[config.mk]
export PLATFORM = sky130hd
export DESIGN_NAME = ctrl_mc_flat
export DESIGN_NICKNAME = d
export VERILOG_FILES = /design/src/rtl/ctrl_mc_if.sv /design/src/rtl/ctrl_mc.sv /design/src/flat_wrapper.sv
export SDC_FILE = /design/constraint.sdc
export NUM_CORES = 1
export LEC_CHECK = 0
export ABC_AREA = 1
export CAP_MARGIN = 20
export CELL_PAD_IN_SITES_DETAIL_PLACEMENT = 1
export CELL_PAD_IN_SITES_GLOBAL_PLACEMENT = 2
export CORE_ASPECT_RATIO = 1.75
export CORE_MARGIN = 10
export CORE_UTILIZATION = 22
export CTS_CLUSTER_DIAMETER = 30
export DETAILED_ROUTE_END_ITERATION = 7
export PLACE_DENSITY = 0.94
export SYNTH_ARGS = -nofsm -noshare
export SYNTH_HDL_FRONTEND = slang
export SYNTH_SLANG_ARGS = --single-unit
[constraint.sdc]
create_clock -name clk -period 3.3 [get_ports clk]
set_clock_uncertainty 0.1 [all_clocks]
set_input_delay 0.495 -clock clk [delete_from_list [all_inputs] [get_ports clk]]
set_output_delay 0.495 -clock clk [all_outputs]
set_load 0.03 [all_outputs]
[src/rtl/ctrl_mc_if.sv]
// ctrl_mc_if: control/handshake bundle between the SISC multi-cycle
// controller and its datapath (register file, ALU, PC/IR, data memory).
// The master side is the controller; the slave side is the datapath.
interface ctrl_mc_if #(
    parameter int OP_W  = 4,
    parameter int CC_W  = 4,
    parameter int ALU_W = 4
);
    logic [OP_W-1:0]  opcode;
    logic [CC_W-1:0]  mm;
    logic [CC_W-1:0]  stat;
    logic             mem_ack;
    logic             rf_we;
    logic             wb_sel;
    logic [ALU_W-1:0] alu_op;
    logic             br_sel;
    logic             pc_sel;
    logic             pc_write;
    logic             pc_rst;
    logic             ir_load;
    logic             mem_req;
    logic             mem_we;
    logic             halted;
    logic             mem_err;

    modport master (
        input  opcode, mm, stat, mem_ack,
        output rf_we, wb_sel, alu_op, br_sel, pc_sel, pc_write, pc_rst,
               ir_load, mem_req, mem_we, halted, mem_err
    );

    modport slave (
        output opcode, mm, stat, mem_ack,
        input  rf_we, wb_sel, alu_op, br_sel, pc_sel, pc_write, pc_rst,
               ir_load, mem_req, mem_we, halted, mem_err
    );
endinterface

[src/rtl/ctrl_mc.sv]
// ctrl_mc: multi-cycle control FSM for the SISC datapath.
// FETCH -> DECODE -> EXECUTE -> MEM -> WRITEBACK, with early retire of
// branches/NOOP from DECODE, a req/ack data-memory handshake with timeout,
// and a sticky HALT state left only through rst_f.
// Optional build macro CTRL_MC_PERF_CNT_EN adds retired/stall counters.
module ctrl_mc #(
    parameter int OP_W     = 4,
    parameter int CC_W     = 4,
    parameter int ALU_W    = 4,
    parameter int WAIT_MAX = 8
) (
    input  logic        clk,
    input  logic        rst_f,
    ctrl_mc_if.master   bus
`ifdef CTRL_MC_PERF_CNT_EN
    ,
    output logic [31:0] retired_cnt,
    output logic [31:0] stall_cnt
`endif
);
    localparam logic [2:0] ST_START   = 3'd0;
    localparam logic [2:0] ST_FETCH   = 3'd1;
    localparam logic [2:0] ST_DECODE  = 3'd2;
    localparam logic [2:0] ST_EXECUTE = 3'd3;
    localparam logic [2:0] ST_MEM     = 3'd4;
    localparam logic [2:0] ST_WB      = 3'd5;
    localparam logic [2:0] ST_HALT    = 3'd6;

    localparam logic [3:0] OP_NOOP   = 4'd0;
    localparam logic [3:0] OP_REG_OP = 4'd1;
    localparam logic [3:0] OP_REG_IM = 4'd2;
    localparam logic [3:0] OP_BRA    = 4'd4;
    localparam logic [3:0] OP_BRR    = 4'd5;
    localparam logic [3:0] OP_BNE    = 4'd6;
    localparam logic [3:0] OP_BNR    = 4'd7;
    localparam logic [3:0] OP_LOD    = 4'd10;
    localparam logic [3:0] OP_STR    = 4'd11;
    localparam logic [3:0] OP_HLT    = 4'd15;

    // The wait counter only needs to reach WAIT_MAX-1: the timeout fires in
    // the WAIT_MAX-th MEM cycle, where a coincident ack still wins.
    localparam int              CNT_W      = (WAIT_MAX < 2) ? 1 : $clog2(WAIT_MAX + 1);
    localparam logic [CNT_W-1:0] LAST_WAIT = CNT_W'((WAIT_MAX > 0) ? WAIT_MAX - 1 : 0);
    localparam logic            TIMEOUT_EN = (WAIT_MAX != 0);

    logic [2:0]       state_r;
    logic [2:0]       state_nxt_s;
    logic [CNT_W-1:0] wait_cnt_r;
    logic             halted_r;
    logic             mem_err_r;
    logic [3:0]       op_s;
    logic [CC_W-1:0]  cc_hit_s;
    logic             cond_s;
    logic             is_branch_s;
    logic             br_taken_s;
    logic             br_abs_s;
    logic             is_mem_op_s;
    logic             timeout_s;

    // Unknown encodings, or any set bit above the low nibble, act as NOOP.
    function automatic logic [3:0] decode_op(input logic [OP_W-1:0] raw);
        logic [3:0] low;
        low = raw[3:0];
        if ((raw >> 4'd4) != '0) begin
            return OP_NOOP;
        end else begin
            case (low)
                OP_REG_OP, OP_REG_IM, OP_BRA, OP_BRR, OP_BNE, OP_BNR,
                OP_LOD, OP_STR, OP_HLT: return low;
                default:                return OP_NOOP;
            endcase
        end
    endfunction

    // Opcode classification, branch condition and memory timeout detection.
    always_comb begin
        op_s        = decode_op(bus.opcode);
        cc_hit_s    = bus.stat & bus.mm;
        cond_s      = |cc_hit_s;
        is_branch_s = 1'b0;
        br_taken_s  = 1'b0;
        br_abs_s    = 1'b0;
        case (op_s)
            OP_BRA: begin is_branch_s = 1'b1; br_taken_s = cond_s;  br_abs_s = 1'b1; end
            OP_BRR: begin is_branch_s = 1'b1; br_taken_s = cond_s;  br_abs_s = 1'b0; end
            OP_BNE: begin is_branch_s = 1'b1; br_taken_s = !cond_s; br_abs_s = 1'b1; end
            OP_BNR: begin is_branch_s = 1'b1; br_taken_s = !cond_s; br_abs_s = 1'b0; end
            default: begin is_branch_s = 1'b0; br_taken_s = 1'b0; br_abs_s = 1'b0; end
        endcase
        is_mem_op_s = (op_s == OP_LOD) || (op_s == OP_STR);
        timeout_s   = TIMEOUT_EN && is_mem_op_s && !bus.mem_ack && (wait_cnt_r == LAST_WAIT);
    end

    // Next-state selection and control outputs decoded from state and opcode.
    always_comb begin
        state_nxt_s  = state_r;
        bus.rf_we    = 1'b0;
        bus.wb_sel   = 1'b0;
        bus.alu_op   = '0;
        bus.br_sel   = 1'b0;
        bus.pc_sel   = 1'b0;
        bus.pc_write = 1'b0;
        bus.pc_rst   = 1'b0;
        bus.ir_load  = 1'b0;
        bus.mem_req  = 1'b0;
        bus.mem_we   = 1'b0;
        case (state_r)
            ST_START: begin
                bus.pc_rst  = 1'b1;
                state_nxt_s = ST_FETCH;
            end
            ST_FETCH: begin
                bus.ir_load  = 1'b1;
                bus.pc_write = 1'b1;
                state_nxt_s  = ST_DECODE;
            end
            ST_DECODE: begin
                if (is_branch_s) begin
                    bus.pc_sel   = br_taken_s;
                    bus.pc_write = br_taken_s;
                    bus.br_sel   = br_taken_s && br_abs_s;
                    state_nxt_s  = ST_FETCH;
                end else if (op_s == OP_NOOP) begin
                    state_nxt_s = ST_FETCH;
                end else if (op_s == OP_HLT) begin
                    state_nxt_s = ST_HALT;
                end else begin
                    state_nxt_s = ST_EXECUTE;
                end
            end
            ST_EXECUTE: begin
                case (op_s)
                    OP_REG_OP:                    bus.alu_op = ALU_W'(1);
                    OP_REG_IM, OP_LOD, OP_STR:    bus.alu_op = ALU_W'(3);
                    default:                      bus.alu_op = ALU_W'(0);
                endcase
                state_nxt_s = ST_MEM;
            end
            ST_MEM: begin
                if (is_mem_op_s) begin
                    bus.mem_req = 1'b1;
                    bus.mem_we  = (op_s == OP_STR);
                    bus.alu_op  = ALU_W'(2);
                    if (bus.mem_ack) begin
                        state_nxt_s = (op_s == OP_LOD) ? ST_WB : ST_FETCH;
                    end else if (timeout_s) begin
                        state_nxt_s = ST_HALT;
                    end else begin
                        state_nxt_s = ST_MEM;
                    end
                end else if (op_s == OP_REG_IM) begin
                    bus.alu_op  = ALU_W'(2);
                    state_nxt_s = ST_WB;
                end else begin
                    bus.alu_op  = ALU_W'(0);
                    state_nxt_s = ST_WB;
                end
            end
            ST_WB: begin
                bus.rf_we   = (op_s == OP_REG_OP) || (op_s == OP_REG_IM) || (op_s == OP_LOD);
                bus.wb_sel  = (op_s == OP_LOD);
                state_nxt_s = ST_FETCH;
            end
            ST_HALT: begin
                state_nxt_s = ST_HALT;
            end
            default: begin
                state_nxt_s = ST_START;
            end
        endcase
    end

    // State register; reset forces START at once, dropping mem_req with it.
    always_ff @(posedge clk or negedge rst_f) begin
        if (!rst_f) begin
            state_r <= ST_START;
        end else begin
            state_r <= state_nxt_s;
        end
    end

    // Registered status: halted tracks HALT, mem_err pulses on a timeout entry.
    always_ff @(posedge clk or negedge rst_f) begin
        if (!rst_f) begin
            halted_r  <= 1'b0;
            mem_err_r <= 1'b0;
        end else begin
            halted_r  <= (state_nxt_s == ST_HALT);
            mem_err_r <= (state_r == ST_MEM) && (state_nxt_s == ST_HALT);
        end
    end

    // MEM wait counter: counts un-acked MEM cycles, cleared on leaving MEM.
    always_ff @(posedge clk or negedge rst_f) begin
        if (!rst_f) begin
            wait_cnt_r <= '0;
        end else if ((state_r == ST_MEM) && (state_nxt_s == ST_MEM)) begin
            if (wait_cnt_r != {CNT_W{1'b1}}) begin
                wait_cnt_r <= wait_cnt_r + CNT_W'(1);
            end else begin
                wait_cnt_r <= wait_cnt_r;
            end
        end else begin
            wait_cnt_r <= '0;
        end
    end

    assign bus.halted  = halted_r;
    assign bus.mem_err = mem_err_r;

`ifdef CTRL_MC_PERF_CNT_EN
    logic [31:0] retired_cnt_r;
    logic [31:0] stall_cnt_r;

    // Retirement and memory-stall counters, frozen while halted.
    always_ff @(posedge clk or negedge rst_f) begin
        if (!rst_f) begin
            retired_cnt_r <= 32'd0;
            stall_cnt_r   <= 32'd0;
        end else if (state_r != ST_HALT) begin
            if ((state_nxt_s == ST_FETCH) &&
                ((state_r == ST_DECODE) || (state_r == ST_MEM) || (state_r == ST_WB))) begin
                retired_cnt_r <= retired_cnt_r + 32'd1;
            end else begin
                retired_cnt_r <= retired_cnt_r;
            end
            if ((state_r == ST_MEM) && bus.mem_req && !bus.mem_ack) begin
                stall_cnt_r <= stall_cnt_r + 32'd1;
            end else begin
                stall_cnt_r <= stall_cnt_r;
            end
        end else begin
            retired_cnt_r <= retired_cnt_r;
            stall_cnt_r   <= stall_cnt_r;
        end
    end

    assign retired_cnt = retired_cnt_r;
    assign stall_cnt   = stall_cnt_r;
`endif
endmodule
[src/flat_wrapper.sv]
// flat-port wrapper written by rule: the top's interface ports become plain ports
module ctrl_mc_flat 
#(
    parameter int OP_W     = 4,
    parameter int CC_W     = 4,
    parameter int ALU_W    = 4,
    parameter int WAIT_MAX = 8
)
  (clk, rst_f, bus_opcode, bus_mm, bus_stat, bus_mem_ack, bus_rf_we, bus_wb_sel, bus_alu_op, bus_br_sel, bus_pc_sel, bus_pc_write, bus_pc_rst, bus_ir_load, bus_mem_req, bus_mem_we, bus_halted, bus_mem_err);
  ctrl_mc_if #(.OP_W(OP_W), .CC_W(CC_W), .ALU_W(ALU_W)) bus_i ();
  input  logic clk;
  input  logic rst_f;
  input wire logic [$bits(bus_i.opcode)-1:0] bus_opcode;
  input wire logic [$bits(bus_i.mm)-1:0] bus_mm;
  input wire logic [$bits(bus_i.stat)-1:0] bus_stat;
  input wire logic [$bits(bus_i.mem_ack)-1:0] bus_mem_ack;
  output wire logic [$bits(bus_i.rf_we)-1:0] bus_rf_we;
  output wire logic [$bits(bus_i.wb_sel)-1:0] bus_wb_sel;
  output wire logic [$bits(bus_i.alu_op)-1:0] bus_alu_op;
  output wire logic [$bits(bus_i.br_sel)-1:0] bus_br_sel;
  output wire logic [$bits(bus_i.pc_sel)-1:0] bus_pc_sel;
  output wire logic [$bits(bus_i.pc_write)-1:0] bus_pc_write;
  output wire logic [$bits(bus_i.pc_rst)-1:0] bus_pc_rst;
  output wire logic [$bits(bus_i.ir_load)-1:0] bus_ir_load;
  output wire logic [$bits(bus_i.mem_req)-1:0] bus_mem_req;
  output wire logic [$bits(bus_i.mem_we)-1:0] bus_mem_we;
  output wire logic [$bits(bus_i.halted)-1:0] bus_halted;
  output wire logic [$bits(bus_i.mem_err)-1:0] bus_mem_err;
  assign bus_i.opcode = bus_opcode;
  assign bus_i.mm = bus_mm;
  assign bus_i.stat = bus_stat;
  assign bus_i.mem_ack = bus_mem_ack;
  assign bus_rf_we = bus_i.rf_we;
  assign bus_wb_sel = bus_i.wb_sel;
  assign bus_alu_op = bus_i.alu_op;
  assign bus_br_sel = bus_i.br_sel;
  assign bus_pc_sel = bus_i.pc_sel;
  assign bus_pc_write = bus_i.pc_write;
  assign bus_pc_rst = bus_i.pc_rst;
  assign bus_ir_load = bus_i.ir_load;
  assign bus_mem_req = bus_i.mem_req;
  assign bus_mem_we = bus_i.mem_we;
  assign bus_halted = bus_i.halted;
  assign bus_mem_err = bus_i.mem_err;
  ctrl_mc #(.OP_W(OP_W), .CC_W(CC_W), .ALU_W(ALU_W), .WAIT_MAX(WAIT_MAX)) u_core (.clk(clk), .rst_f(rst_f), .bus(bus_i));
endmodule
==> results.toml, run 1 <==
[clock_tree]
clk_latency_ns = 0.23
cts_buffer_depth = 2
numCtsBuffers = 3
cts-root-buf = "clkbuf_8"
path_clk_slew_ns = 0.04
cts_setup_buffers = 0
cts_num_sinks = 9
cts_tree = "built"
htree_levels = 1
hold_buffers = 0
postCtsResizedCells = 0

[yosys]
synth_common_cells = "nand2_1, inv_1, nor2_1"
async_flop_share_pct = 100.0
synthXorXnorAreaFrac_pct = 1.230
synthMuxAreaShare_pct = 0
syn_area_um2 = 711.9
synth_compound_area_share_pct = 8.963
netlist-cell-type-count = 21
synth_most_common_cell = "nand2_1"
synth-seq-cells = 9
yosys.area.top_type = "dfrtp_1"
synth_top_area_share_pct = 31.63
synth_top_flop_cell = "dfrtp_1"
synthSimpleGateAreaFrac_pct = 41.12
ys_seq_area_share_pct = 31.63
synth_top_family_by_area = "simple AND/OR/NAND/NOR gates"
synth.avg_cell_area_um2 = 6.300
yosys.area_share.adder_pct = 1.757
synth_cells = 113
synth_edf_count = 0
synthTopCellsByArea = "dfrtp_1, nand2_1, inv_1, nand3_1, nor3_1"
yosys_warnings = 0

[global_route]
grt_pass1_wl_um = 3933
track_usage_pct = 8.175
grt_max_degree = 10
grt_pass1_vias = 862
overflow = 0
grt_antenna_before_repair = 0

[worst_setup_path]
cp-start-kind = "input port"
r2r-end = "u_core.wait_cnt_r[1]"
regToRegStartpoint = "u_core.wait_cnt_r[0]"
path_common_cell = "clkdlybuf4s50_1"
required_ns = 2.70
path_max_fanout = 5
path_depth = 8
crit_buf_inv = 3
slowest_delay_ns = 0.69
rr_worst_depth = 6
crit_arrival_ns = 2.39
r2r_slack_ns = 1.87
worst-setup-path-type = "in -> out"
cp_slowest_cell = "clkdlybuf4s50_1"
cp_top_family = "buffers and inverters"
crit_chain = "clkdlybuf4s50_1 -> inv_2 -> nor2_1 -> o21ai_0 -> nand2_1 -> nand3_1 -> a21oi_1 -> clkdlybuf4s50_1"
endpoint_kind = "output port"

[sta]
hold_ws_ns = 0.4220
finalHoldViolCount = 0
period_share_pct = 90.35
rsz0062_at_grt = "no"
maxSlewViolCount = 0
tns_ns = 0
period_needed_ns = 2.981
setup_viol = 0
timing.fmax_mhz = 335.4
fin_ws_ns = 0.3186

[placement]
post_dp_cell_area_um2 = 1025
port_buffers = 27
place.gp.congestion = 0.7977
dpl.hpwl_um = 2068
place_ws_ns = 0.2855

[route]
routed_wl_um = 2328
vias = 796
post-route-drc-count = 0
post_drt_wl_per_cell_um = 12.52
ant_nets = 0
routed_via_density = 4.280
first_pass_iters = 4
drt-initial-drc-count = 9

[die]
rows = 27
ios = 30
die_h_um = 95.26
start_util_pct = 22.66
coreArea_um2 = 3142
dieArea_um2 = 6001
die_w_um = 63

[cells_and_area]
nets = 160
finalInstanceArea_um2 = 1070
drive_above_1_share_pct = 9.091
antenna_cells = 0
fillCellCount = 414
area_growth_pct = 50.26

[worst_hold_path]
worstHoldPathCells = 1
min_from = "u_core.wait_cnt_r[3]"
min_delay_worst_endpoint = "u_core.bus.mem_err"
hp-class = "reg -> reg"

[power]
leakage_uw = 0.0005326
max-vdd-ir-drop_uv = 286.2
power_density_nw_per_um2 = 576.8

[outcome]
status = "finished, final reports clean"

[flow_run]
drv_cap = 0
[cells in the final DEF (no fill, tap or decap), drive strengths merged]
master,instances
clkdlybuf4s50,27
xnor2,1
nand4,1
nand3,11
inv,23
nor2,13
clkinv,1
o21ai,7
conb,2
a21oi,5
nor4,1
ha,1
nand2,29
nor3,8
clkbuf,4
dfrtp,9
[per-stage QoR]
stage               cells  util (%)  total power [µW]
floorplan             114         -             365.0
global placement      182     32.62             490.5
detailed placement    182     32.62             499.5
CTS                   186     34.05             629.8
global route          186     34.05             663.2
finish                186     34.05             617.0
[state kept, by name (all words and copies together), names as in the netlist]
signal,flops
u_core.state_r,3
u_core.bus.mem_err,1
u_core.bus.halted,1
u_core.wait_cnt_r,4
[cell type report]
| cell class | instances | area, µm² | share of cell area, % |
|---|---|---|---|
| well taps | 43 | 53.80 | 5.029 |
| flip-flops and latches | 9 | 225.2 | 21.05 |
| inverters | 24 | 90.09 | 8.421 |
| multi-input cells | 79 | 385.4 | 36.02 |
| clock buffers | 4 | 45.04 | 4.211 |
| repair buffers | 27 | 270.3 | 25.26 |
[layer usage]
layer,part of all wire [%],vias to the layer above,GRT usage (%),routed length [µm]
li1,-,407,-,-
met1,40,364,7.718,940
met2,55,21,15.99,1280
met3,3.3,4,1.995,76
met4,1.3,0,3.933,31
met5,0,-,0,0
[cell families after synthesis]
logic type	after synthesis
xor+xnor	1
fa+ha+maj	1
buf+inv	26
other cells	1
flops	9
compound gates	12
simple gates	63
[where the power goes]
group          switching, µW  internal [µW]  total (µW)  leakage [µW]
clock                   42.2           84.0         126     0.0000228
combinational            207            121         328      0.000389
sequential              30.0            133         162      0.000121
total                    279            338         617      0.000533
[how the worst max path moves through the flow]
stage                      end           from
floorplan           bus_wb_sel  bus_opcode[1]
global placement    bus_br_sel  bus_opcode[2]
detailed placement  bus_br_sel  bus_opcode[2]
CTS                 bus_br_sel  bus_opcode[2]
global route        bus_br_sel  bus_opcode[2]
finish              bus_br_sel  bus_opcode[2]
(Power assumes the default switching activity.)
==> run 2, diff against run 1 <==
--- a/config.mk
+++ b/config.mk
@@ -18,3 +18,4 @@
 export SYNTH_ARGS = -nofsm -noshare
 export SYNTH_HDL_FRONTEND = slang
 export SYNTH_SLANG_ARGS = --single-unit
+export TNS_END_PERCENT = 30
==> results of run 2 <==
Same layout as run 1: the final DEF is identical, and so are final timing and power.
